===== src/rtl/receiver.sv =====
// 8N1 serial receiver: synchronizes IN, samples each bit at mid-bit and holds the
// received byte in a one-entry register with a valid/taken handshake.
`timescale 1ns/1ps
module receiver #(
    parameter int unsigned T = 868
) (
    input  logic       CLK,
    input  logic       RST,
    input  logic       IN,
    output logic [7:0] data,
    output logic       valid,
    input  logic       taken,
    output logic       ferr,
    output logic       ovf
);

    localparam int unsigned CW = (T > 1) ? $clog2(T) : 1;
    localparam logic [CW-1:0] CntHalf = CW'(T / 2 - 1);
    localparam logic [CW-1:0] CntLast = CW'(T - 1);

    typedef enum logic [2:0] {StIdle, StStart, StData, StStop, StBreak} state_e;

    state_e          state_q;
    logic            meta_q;
    logic            rx_s;
    logic [CW-1:0]   cnt_q;
    logic [2:0]      bitidx_q;
    logic [7:0]      shift_q;
    logic            deliver_q;

    always_ff @(posedge CLK or negedge RST) begin
        if (!RST) begin
            state_q   <= StIdle;
            meta_q    <= 1'b1;
            rx_s      <= 1'b1;
            cnt_q     <= '0;
            bitidx_q  <= 3'd0;
            shift_q   <= 8'h00;
            deliver_q <= 1'b0;
            data      <= 8'h00;
            valid     <= 1'b0;
            ferr      <= 1'b0;
            ovf       <= 1'b0;
        end else begin
            meta_q    <= IN;
            rx_s      <= meta_q;
            ferr      <= 1'b0;
            deliver_q <= 1'b0;

            case (state_q)
                StIdle: begin
                    if (!rx_s) begin
                        state_q <= StStart;
                        cnt_q   <= '0;
                    end
                end
                StStart: begin
                    if (cnt_q == CntHalf) begin
                        // A start bit that is high again at mid-bit was only a glitch.
                        cnt_q    <= '0;
                        bitidx_q <= 3'd0;
                        state_q  <= rx_s ? StIdle : StData;
                    end else begin
                        cnt_q <= cnt_q + 1'b1;
                    end
                end
                StData: begin
                    if (cnt_q == CntLast) begin
                        cnt_q             <= '0;
                        shift_q[bitidx_q] <= rx_s;
                        if (bitidx_q == 3'd7) begin
                            state_q <= StStop;
                        end else begin
                            bitidx_q <= bitidx_q + 3'd1;
                        end
                    end else begin
                        cnt_q <= cnt_q + 1'b1;
                    end
                end
                StStop: begin
                    if (cnt_q == CntLast) begin
                        cnt_q <= '0;
                        if (rx_s) begin
                            deliver_q <= 1'b1;
                            state_q   <= StIdle;
                        end else begin
                            ferr    <= 1'b1;
                            state_q <= StBreak;
                        end
                    end else begin
                        cnt_q <= cnt_q + 1'b1;
                    end
                end
                StBreak: begin
                    // Hold off until the line idles so a held-low line yields one error only.
                    if (rx_s) begin
                        state_q <= StIdle;
                    end
                end
                default: state_q <= StIdle;
            endcase

            if (deliver_q) begin
                if (!valid || taken) begin
                    data  <= shift_q;
                    valid <= 1'b1;
                end else begin
                    ovf <= 1'b1;
                end
            end else if (valid && taken) begin
                valid <= 1'b0;
            end
        end
    end

endmodule


===== config.mk =====
export PLATFORM = sky130hd
export DESIGN_NAME = receiver
export DESIGN_NICKNAME = d
export VERILOG_FILES = /design/src/rtl/receiver.sv
export SDC_FILE = /design/constraint.sdc
export NUM_CORES = 1
export LEC_CHECK = 0
export ABC_CLOCK_PERIOD_IN_PS = 2650
export CORE_MARGIN = 4
export CORE_UTILIZATION = 57
export DETAILED_ROUTE_END_ITERATION = 16
export HOLD_SLACK_MARGIN = 0.03
export PLACE_DENSITY = 0.87
export REMOVE_ABC_BUFFERS = 1
export SLEW_MARGIN = 20
export SYNTH_ARGS = -nofsm -noshare
export SYNTH_HDL_FRONTEND = slang
export SYNTH_SLANG_ARGS = --single-unit

===== constraint.sdc =====
create_clock -name CLK -period 2.65 [get_ports CLK]
set_input_delay 0.53 -clock CLK [delete_from_list [all_inputs] [get_ports CLK]]
set_output_delay 0.53 -clock CLK [all_outputs]
set_load 0.02 [all_outputs]

## After elaboration in Yosys (flattened, before gate mapping)

Cells that the tools add are included.

| word-level totals | value |
|---|---|
| flip-flop bits (word level) | 38 |
| word-level logic and storage cells | 76 |
| output and inout bits | 11 |
| input bits | 4 |

| operators by class | value |
|---|---|
| reduce and logical (&&, ||, !) cells | 16 |
| muxes and demuxes | 29 |
| bitwise gates (word level) | 1 |
| order comparisons | 2 |
| equality and inequality tests | 15 |
| add/subtract/negate cells | 2 |

Operators with widths:

| operator | count |
|---|---|
| 10-bit two-way mux | 3 |
| 3-bit two-way mux | 10 |
| 10-bit one-hot mux with 3 select lines | 1 |
| 3-bit one-hot mux with 5 select lines | 1 |
| 2-bit inequality test (second input constant) | 7 |
| 10-bit by 1-bit adder with 10-bit output (second input constant) | 1 |
| 10-bit == test (second input constant) | 1 |
| 10-bit by 9-bit == test with 1-bit output (second input constant) | 1 |
| 1-bit two-way mux | 10 |
| 2-bit AND reduction | 5 |
| 8-bit bitwise mux | 1 |
| 3-bit by 2-bit == test with 1-bit output (second input constant) | 2 |
| 3-bit == test (second input constant) | 2 |
| 3-bit one-hot mux with 2 select lines | 1 |
| 6-bit AND reduction | 1 |
| 3-bit by 4-bit less-than comparator with 1-bit output (second input constant) | 1 |
| 4-bit AND reduction | 1 |
| 2-bit nonzero test | 2 |
| 3-bit by 1-bit adder with 3-bit output (second input constant) | 1 |
| 1-bit demux with 3-bit select | 1 |
| 3-bit by 1-bit == test with 1-bit output (second input constant) | 1 |
| 3-bit by 1-bit greater-or-equal comparator with 1-bit output (second input constant) | 1 |
| 3-bit zero test | 1 |
| 3-bit nonzero test | 1 |
| 7 further kinds | 8 |

## Longest topological paths before layout

Gate-level depths: netlist of the first run.

| logic depth | value |
|---|---|
| word-level depth | 5 |
| depth in mapped cells | 8 |
| gate-level depth less buffers | 7 |

## Worst setup path before layout of the first run

OpenSTA, ideal clock, no wires.

| timing path | value |
|---|---|
| kind | register -> register |
| from | reg cnt_q[3] |
| to | reg shift_q[2] |
| buffers on the path | 1 |
| clock period less this slack | 1979 ps |
| arrival time | 1854 ps |
| library setup time | 125 ps |
| data required time | 2525 ps |
| stages on the path, launching flop included | 7 |
| setup slack | 671 ps |
| cells stage by stage | dfrtp_1 > or3b_1 > buf_6 > nor4_4 > nand2b_2 > nor3b_2 > mux2_2 |

| on the way | value |
|---|---|
| longest elaborated chain between the ends | 2 |

RTL lines:

| what | RTL line | RTL |
|---|---|---|
| from (decl) | 26 | `logic [CW-1:0] cnt_q;` |
| from (signal assigned) | 64 | `cnt_q <= cnt_q + 1'b1;` |
| from (signal assigned) | 77 | `cnt_q <= cnt_q + 1'b1;` |
| from (signal assigned) | 91 | `cnt_q <= cnt_q + 1'b1;` |
| 10-bit == test | 68 | `if (cnt_q == CntLast) begin` |
| 2-bit AND reduction (no line) | n/a |  |
| to (signal, indexed assignment) | 70 | `shift_q[bitidx_q] <= rx_s;` |
| to (decl) | 28 | `logic [7:0] shift_q;` |

No other way between the ends.
A chain may end at the register's enable or synchronous reset.

## Final worst setup path of the first run

| timing path | value |
|---|---|
| from | reg cnt_q[3] |
| to | reg cnt_q[5] |

| on the way | value |
|---|---|
| longest elaborated chain between the ends | 3 |
| elaborated cells on any way between the ends | 6 |
| classes of those cells | add/sub (1); eq/ne (2); mux (3) |

RTL lines:

| what | RTL line | RTL |
|---|---|---|
| 10-bit by 1-bit adder with 10-bit output (tied with other cells) | 64, 77, 91 |  |
| 10-bit two-way mux, on equally long branches | 68, 81, 58 |  |
| 10-bit one-hot mux with 3 select lines (*) | 50 | `case (state_q)` |

Mark *: on every way between the ends. The rest lies on a longest branch, timed or not.

==> impl_metrics.csv, run 1 <==
group,metric,value,unit
outcome,status,"finished, final reports clean",
placed_design,dp_hpwl,2.413,mm
detailed_routing,vias,1320,
cts,clock_path_buffers,2,
global_route,grt_pass1_vias,1330,
cts,clock_latency,350,ps
cells_and_area,multiInputGateArea,885.9,um2
critical_path,cp_slowest_stage_delay,510,ps
sta,setup_viol,0,
flow_run,max_cap_viol_count,0,
synthesis,avgSynthCellArea,11.08,um2
floorplan,fp-row-count,20,
sta,rsz0062_at_grt,"false",
detailed_routing,vias_per_cell,5.714,
detailed_routing,first_pass_iters,4,
placed_design,place_congestion,0.9192,
cts,post-cts-setup-buffer-count,0,
critical_path,critPathBufInv,0,
synthesis,ys_seq_elements,38,
synthesis,yosysUniqueCellTypes,46,
synthesis,synthesis.area,0.001917,mm2
cells_and_area,syn_to_final_growth,13.05,%
floorplan,ios,15,
synthesis,syn_inst,173,
global_route,grt_first_pass_wirelength,6.085,mm
floorplan,initial_utilization,61.28,%
synthesis,ys_seq_area_share,49.74,%
sta,period_minus_slack,2188,ps
floorplan,core,0.003128,mm2
detailed_routing,route.met3.wl,172,um
synthesis,async_reset_ff_share,100.0,%
sta,tightest_slew,799.2,ps
floorplan,die_x,65.99,um
detailed_routing,drt_iter0_drc,71,
cts,htree_levels,2,
cells_and_area,nFillCells,226,
cts,clk_pin_slew_worst_paths,110,ps
critical_path,worstSetupEndpointType,"register",
detailed_routing,routed-wl-met2,1.690,mm
cells_and_area,nNetsFinal,195,
power,p_leak,0.001035,uW
cts,root_buffer,"clkbuf_4",
critical_path,critPathKind,"register to register",
global_route,grt_max_degree,39,
detailed_routing,highest_layer,"met4",
critical_path,cp.arrival,2430,ps
synthesis,synth_warnings,0,
global_route,track_usage,18.58,%
detailed_routing,drc,0,
detailed_routing,routedWlPerCell,14.53,um
worst_hold_path,hold_class,"input port to async pin",
power,p_per_area,512.1,mW/mm2
detailed_routing,met1Wirelength,1.444,mm
cts,cts_made_buffers,5,
sta,hold_viol,0,
critical_path,cp.required,2890,ps
cells_and_area,drive_gt1_share,17.65,%
sta,max_slew_margin,46.72,%
cts,tritoncts,"built",
detailed_routing,routed_wl,3.357,mm
floorplan,die_y,65.99,um
critical_path,ff2ff_path_depth,5,
critical_path,cp-start-kind,"register",
synthesis,ys.flop_type,"dfrtp_1",
detailed_routing,ant_nets,0,
global_route,antenna_found_initial,0,
cts,cts.sinks,38,
sta,hold_slack,256.9,ps
critical_path,cp_num_cells,5,
power,peakVddDrop,366.2,uV
global_route,gr-total-overflow,0,
placed_design,port-buffer-count,14,
sta,fin_skew,9.761,ps
critical_path,path_max_fanout,16,
critical_path,worstPathCellList,"or3b_1 -> nor3_1 -> o32a_2 -> o21ai_0 -> a21o_1",
cells_and_area,ff_latch_area,953.4,um2
cts,holdBufCountCts,0,
sta,tns,0,ps
cts,ctsResizeCount,0,
sta,fmax,0.4570,GHz
cells_and_area,antenna_cells,0,
sta,slew_violations,0,
synthesis,synth_edf_count,0,
floorplan,die-area,0.004355,mm2
sta,period_share,82.56,%
critical_path,worst_path_max_delay_cell,"or3b_1",
critical_path,crit_family,"simple AND/OR/NAND/NOR gates",
## cell usage after synthesis (2+ instances only)
cell | count | share of area [%]
a21o_1 | 5 | 2.0
a21oi_1 | 4 | 1.0
a22o_1 | 2 | 0.91
and3_1 | 5 | 1.6
buf_2 | 2 | 0.52
buf_4 | 3 | 1.2
clkbuf_1 | 2 | 0.39
dfrtp_1 | 36 | 47
dfstp_2 | 2 | 2.7
ha_1 | 5 | 3.3
inv_1 | 7 | 1.4
mux2_2 | 13 | 7.6
mux2_4 | 2 | 1.6
nand2_1 | 9 | 1.8
nand2b_1 | 4 | 1.3
nand3_1 | 4 | 1.0
nand3b_1 | 2 | 0.78
nand4b_1 | 2 | 0.91
nor2_1 | 9 | 1.8
nor2b_1 | 4 | 1.3
nor3_1 | 4 | 1.0
nor3b_1 | 5 | 2.0
nor3b_2 | 2 | 1.3
nor4_1 | 2 | 0.65
o21ai_0 | 12 | 3.1
o21bai_1 | 3 | 1.2
o22ai_1 | 2 | 0.65
o2bb2ai_1 | 2 | 0.91
or3_1 | 2 | 0.65
## worst register-to-register path, cell delays in order, from the launching register on
cell	delay, ps
dfrtp_1	440
or3b_1	510
nor3_1	380
o32a_2	390
o21ai_0	150
a21o_1	220
## layout make-up
class / count / share of cell area (%)
clock buffers: 6 / 2.367
inverters: 7 / 1.212
well taps: 44 / 2.540
flip-flops and latches: 38 / 44.00
repair buffers: 14 / 6.236
multi-input cells: 120 / 40.88
clock inverters: 2 / 2.771
## stage by stage
step | power (uW) | area (um2) | util [%] | setup WS [ps] | cells
floorplan | 597.6 | 1866 | - | 680.4 | 165
CTS | 1126 | 2167 | 69.28 | 480.1 | 231
global placement | 613.2 | 2056 | 65.72 | 599.3 | 223
global route | 1155 | 2167 | 69.28 | 334.4 | 231
detailed placement | 613.5 | 2056 | 65.72 | 500.6 | 223
finish | 1110 | 2167 | 69.28 | 462.0 | 231
## per-layer routing
| layer | up-vias | GRT usage, % |
|---|---|---|
| li1 | 643 | - |
| met1 | 633 | 23.59 |
| met2 | 37 | 29.41 |
| met3 | 7 | 6.293 |
| met4 | 0 | 6.853 |
| met5 | - | 0 |
## cell families after synthesis
group | Yosys count | share of synthesized area (%)
xor+xnor | 1 | 0.4570
simple gates | 61 | 19.97
compound gates | 36 | 12.21
buf+inv | 15 | 4.047
flops | 38 | 49.74
mux | 17 | 10.31
fa+ha+maj | 5 | 3.264
## power by group
group / switching [uW] / total (uW) / internal, uW
combinational: 12.0 / 16.3 / 4.27
clock: 189 / 508 / 319
sequential: 2.79 / 585 / 582
total: 204 / 1110 / 906
## sequential cells by signal (all words and copies together), names as in the netlist
signal and count:
bitidx_q 3, cnt_q 10, data 8, deliver_q 1, ferr 1, meta_q 1
ovf 1, rx_s 1, shift_q 8, state_q 3, valid 1
## cells in the final DEF (no fill, tap or decap), types with 5 or more instances in the layout
| cell | netlist | routed |
|---|---|---|
| o21ai_0 | 12 | 12 |
| nand2_1 | 9 | 9 |
| clkbuf_4 | 0 | 5 |
| nor3b_1 | 5 | 5 |
| inv_1 | 7 | 7 |
| mux2_2 | 13 | 13 |
| and3_1 | 5 | 5 |
| nor2_1 | 9 | 9 |
| ha_1 | 5 | 5 |
| a21o_1 | 5 | 5 |
| clkdlybuf4s50_1 | 0 | 13 |
| dfrtp_1 | 36 | 36 |
## final timing paths
kind,startpoint,end,slack [ps]
setup reg to reg,cnt_q[3]$_DFFE_PN0P_,cnt_q[5]$_DFFE_PN0P_,460
hold reg to reg,meta_q$_DFF_PN1_,rx_s$_DFF_PN1_,360
hold / removal,RST,data[7]$_DFFE_PN0P_,260
max in group asynchronous,RST,ovf$_DFFE_PN0P_,1890
setup / recovery,cnt_q[3]$_DFFE_PN0P_,cnt_q[5]$_DFFE_PN0P_,460
min in group CLK,meta_q$_DFF_PN1_,rx_s$_DFF_PN1_,360
Power figures use the tool's default switching activity.
==> inputs of run 2 (changes only) <==
Settings changed: ABC_CLOCK_PERIOD_IN_PS 2650 to 2200.
Clock period 2.65 ns to 2.2 ns, I/O delays scaled along.
==> impl_metrics.csv, run 2 (same netlist as run 1, synthesis figures left out) <==
group,metric,value,unit
outcome,status,"finished, final reports clean",
floorplan,ios,15,
cells_and_area,final_cell_mix,"dfrtp_1 (36), mux2_2 (13), clkdlybuf4s50_1 (13)",
cells_and_area,largest_register_ffs,10,
sta,hold_viol,0,
cts,clk_pin_slew_worst_paths,110,ps
power,pwr-share-comb,1.5,%
global_route,grt_first_pass_wirelength,6.030,mm
critical_path,path_max_fanout,16,
power,p_leak,0.001063,uW
detailed_routing,vias_per_cell,5.881,
worst_hold_path,hold_class,"input port to async pin",
sta,hold_slack,157.3,ps
detailed_routing,ant_nets,0,
cts,htree_levels,2,
global_route,antenna_found_initial,0,
placed_design,dp_slack,86.86,ps
sta,fmax,0.4938,GHz
power,p_sw,251.3,uW
cts,post-cts-setup-buffer-count,0,
sta,fin_skew,11.37,ps
cells_and_area,antenna_cells,0,
cts,cts_made_buffers,5,
critical_path,cp-start-kind,"register",
cts,tritoncts,"built",
placed_design,dp_hpwl,2.470,mm
floorplan,core,0.003128,mm2
detailed_routing,first_pass_iters,4,
cts,holdBufCountCts,0,
detailed_routing,routedWlPerCell,14.72,um
critical_path,critPathKind,"register to register",
detailed_routing,routed_wl,3.475,mm
placed_design,dp.cells,228,
power,peakVddDrop,458.3,uV
sta,rsz0062_at_grt,"false",
cells_and_area,top_regs,"cnt_q x10, data x8, shift_q x8",
power,p_clk_share,46.0,%
placed_design,place_congestion,0.9222,
global_route,gr-total-overflow,0,
power,switching_share,18.72,%
cells_and_area,final_common_cell,"dfrtp_1",
detailed_routing,drc,0,
power,power_frac_seq,52.5,%
sta,tns,0,ps
cells_and_area,nNetsFinal,200,
critical_path,worstSetupEndpointType,"register",
global_route,track_usage,18.43,%
floorplan,fp-row-count,20,
power,p_per_area,608.5,mW/mm2
detailed_routing,drt_iter0_drc,54,
cts,cts.sinks,38,
power,p_int,1092,uW
cells_and_area,regMostFlops,"cnt_q",
global_route,grt_pass1_vias,1378,
floorplan,die-area,0.004355,mm2
sta,setup_viol,0,
sta,period_minus_slack,2025,ps
floorplan,die_y,65.99,um
sta,slew_violations,0,
cells_and_area,fin_cells,236,
floorplan,initial_utilization,61.28,%
placed_design,port-buffer-count,14,
sta,period_share,92.05,%
global_route,grt_max_degree,39,
flow_run,max_cap_viol_count,0,
sta,setup_slack,174.8,ps
detailed_routing,vias,1388,
cts,root_buffer,"clkbuf_4",
critical_path,cp.arrival,2280,ps
cells_and_area,syn_to_final_growth,15.14,%
cells_and_area,drive_gt1_share,20.31,%
cts,clock_path_buffers,2,
sta,max_slew_margin,45.85,%
floorplan,die_x,65.99,um
cts,clock_latency,360,ps
critical_path,cp.required,2450,ps
sta,tightest_slew,812.3,ps
## run 2: cell count changes in the layout (fill, tap and decap cells not counted), sizes merged
cell,change
buf,+5
## run 2: layout make-up
cell class / count / area [um2]
clock buffer: 6 / 51.30
fill: 230 / 920.9
multi-input combinational: 120 / 888.4
inverter: 7 / 26.28
tap: 44 / 55.05
timing repair buffer: 19 / 172.7
clock inverter: 2 / 60.06
sequential: 38 / 953.4
## run 2: critical path, stage by stage, from the launching register on
cell     delay [ps]
dfrtp_1         440
or3b_4          460
nor3_1          330
o32a_2          370
o21ai_0         140
a21o_1          190
## run 2: final timing paths
| check | depth (start not counted) | slack [ps] | start | to |
|---|---|---|---|---|
| worst min-delay path | 1 | 160 | RST | state_q[1]$_DFFE_PN0P_ |
| max in group asynchronous | 1 | 1520 | RST | data[3]$_DFFE_PN0P_ |
| worst min register to register | 0 | 370 | meta_q$_DFF_PN1_ | rx_s$_DFF_PN1_ |
| worst max register to register | 5 | 170 | cnt_q[3]$_DFFE_PN0P_ | cnt_q[2]$_DFFE_PN0P_ |
| worst max-delay path | 5 | 170 | cnt_q[3]$_DFFE_PN0P_ | cnt_q[2]$_DFFE_PN0P_ |
| min in group CLK | 0 | 370 | meta_q$_DFF_PN1_ | rx_s$_DFF_PN1_ |
## run 2: timing repair
| action | 4_1_cts | 5_1_grt |
|---|---|---|
| endpoints found under the setup margin | 0 | 1 |
| gates resized for setup | 0 | 1 |
| hold endpoints to repair | 0 | 0 |
## run 2: stage by stage
stage | area, um2 | total power (uW) | utilization [%]
finish | 2207 | 1343 | 70.56
detailed placement | 2093 | 739.3 | 66.92
CTS | 2205 | 1357 | 70.48
floorplan | 1866 | 719.9 | -
global route | 2207 | 1389 | 70.56
global placement | 2093 | 738.5 | 66.92
## run 2: per-layer routing
metal | up-vias | share of wire, % | track usage (%)
met4 | 0 | 2.1 | 10.66
met5 | - | 0 | 0
met1 | 682 | 43 | 22.48
li1 | 655 | - | -
met2 | 42 | 49 | 29.66
met3 | 9 | 5.6 | 4.422
## run 2: power by group through the flow
stage	Sequential, uW	Combinational, uW	Clock, uW
after floorplan	717	2.55	0
after global placement	718	20.5	0
after detailed placement	718	20.9	0
final	705	19.8	618
after CTS	705	21.0	631
after global routing	706	23.0	660
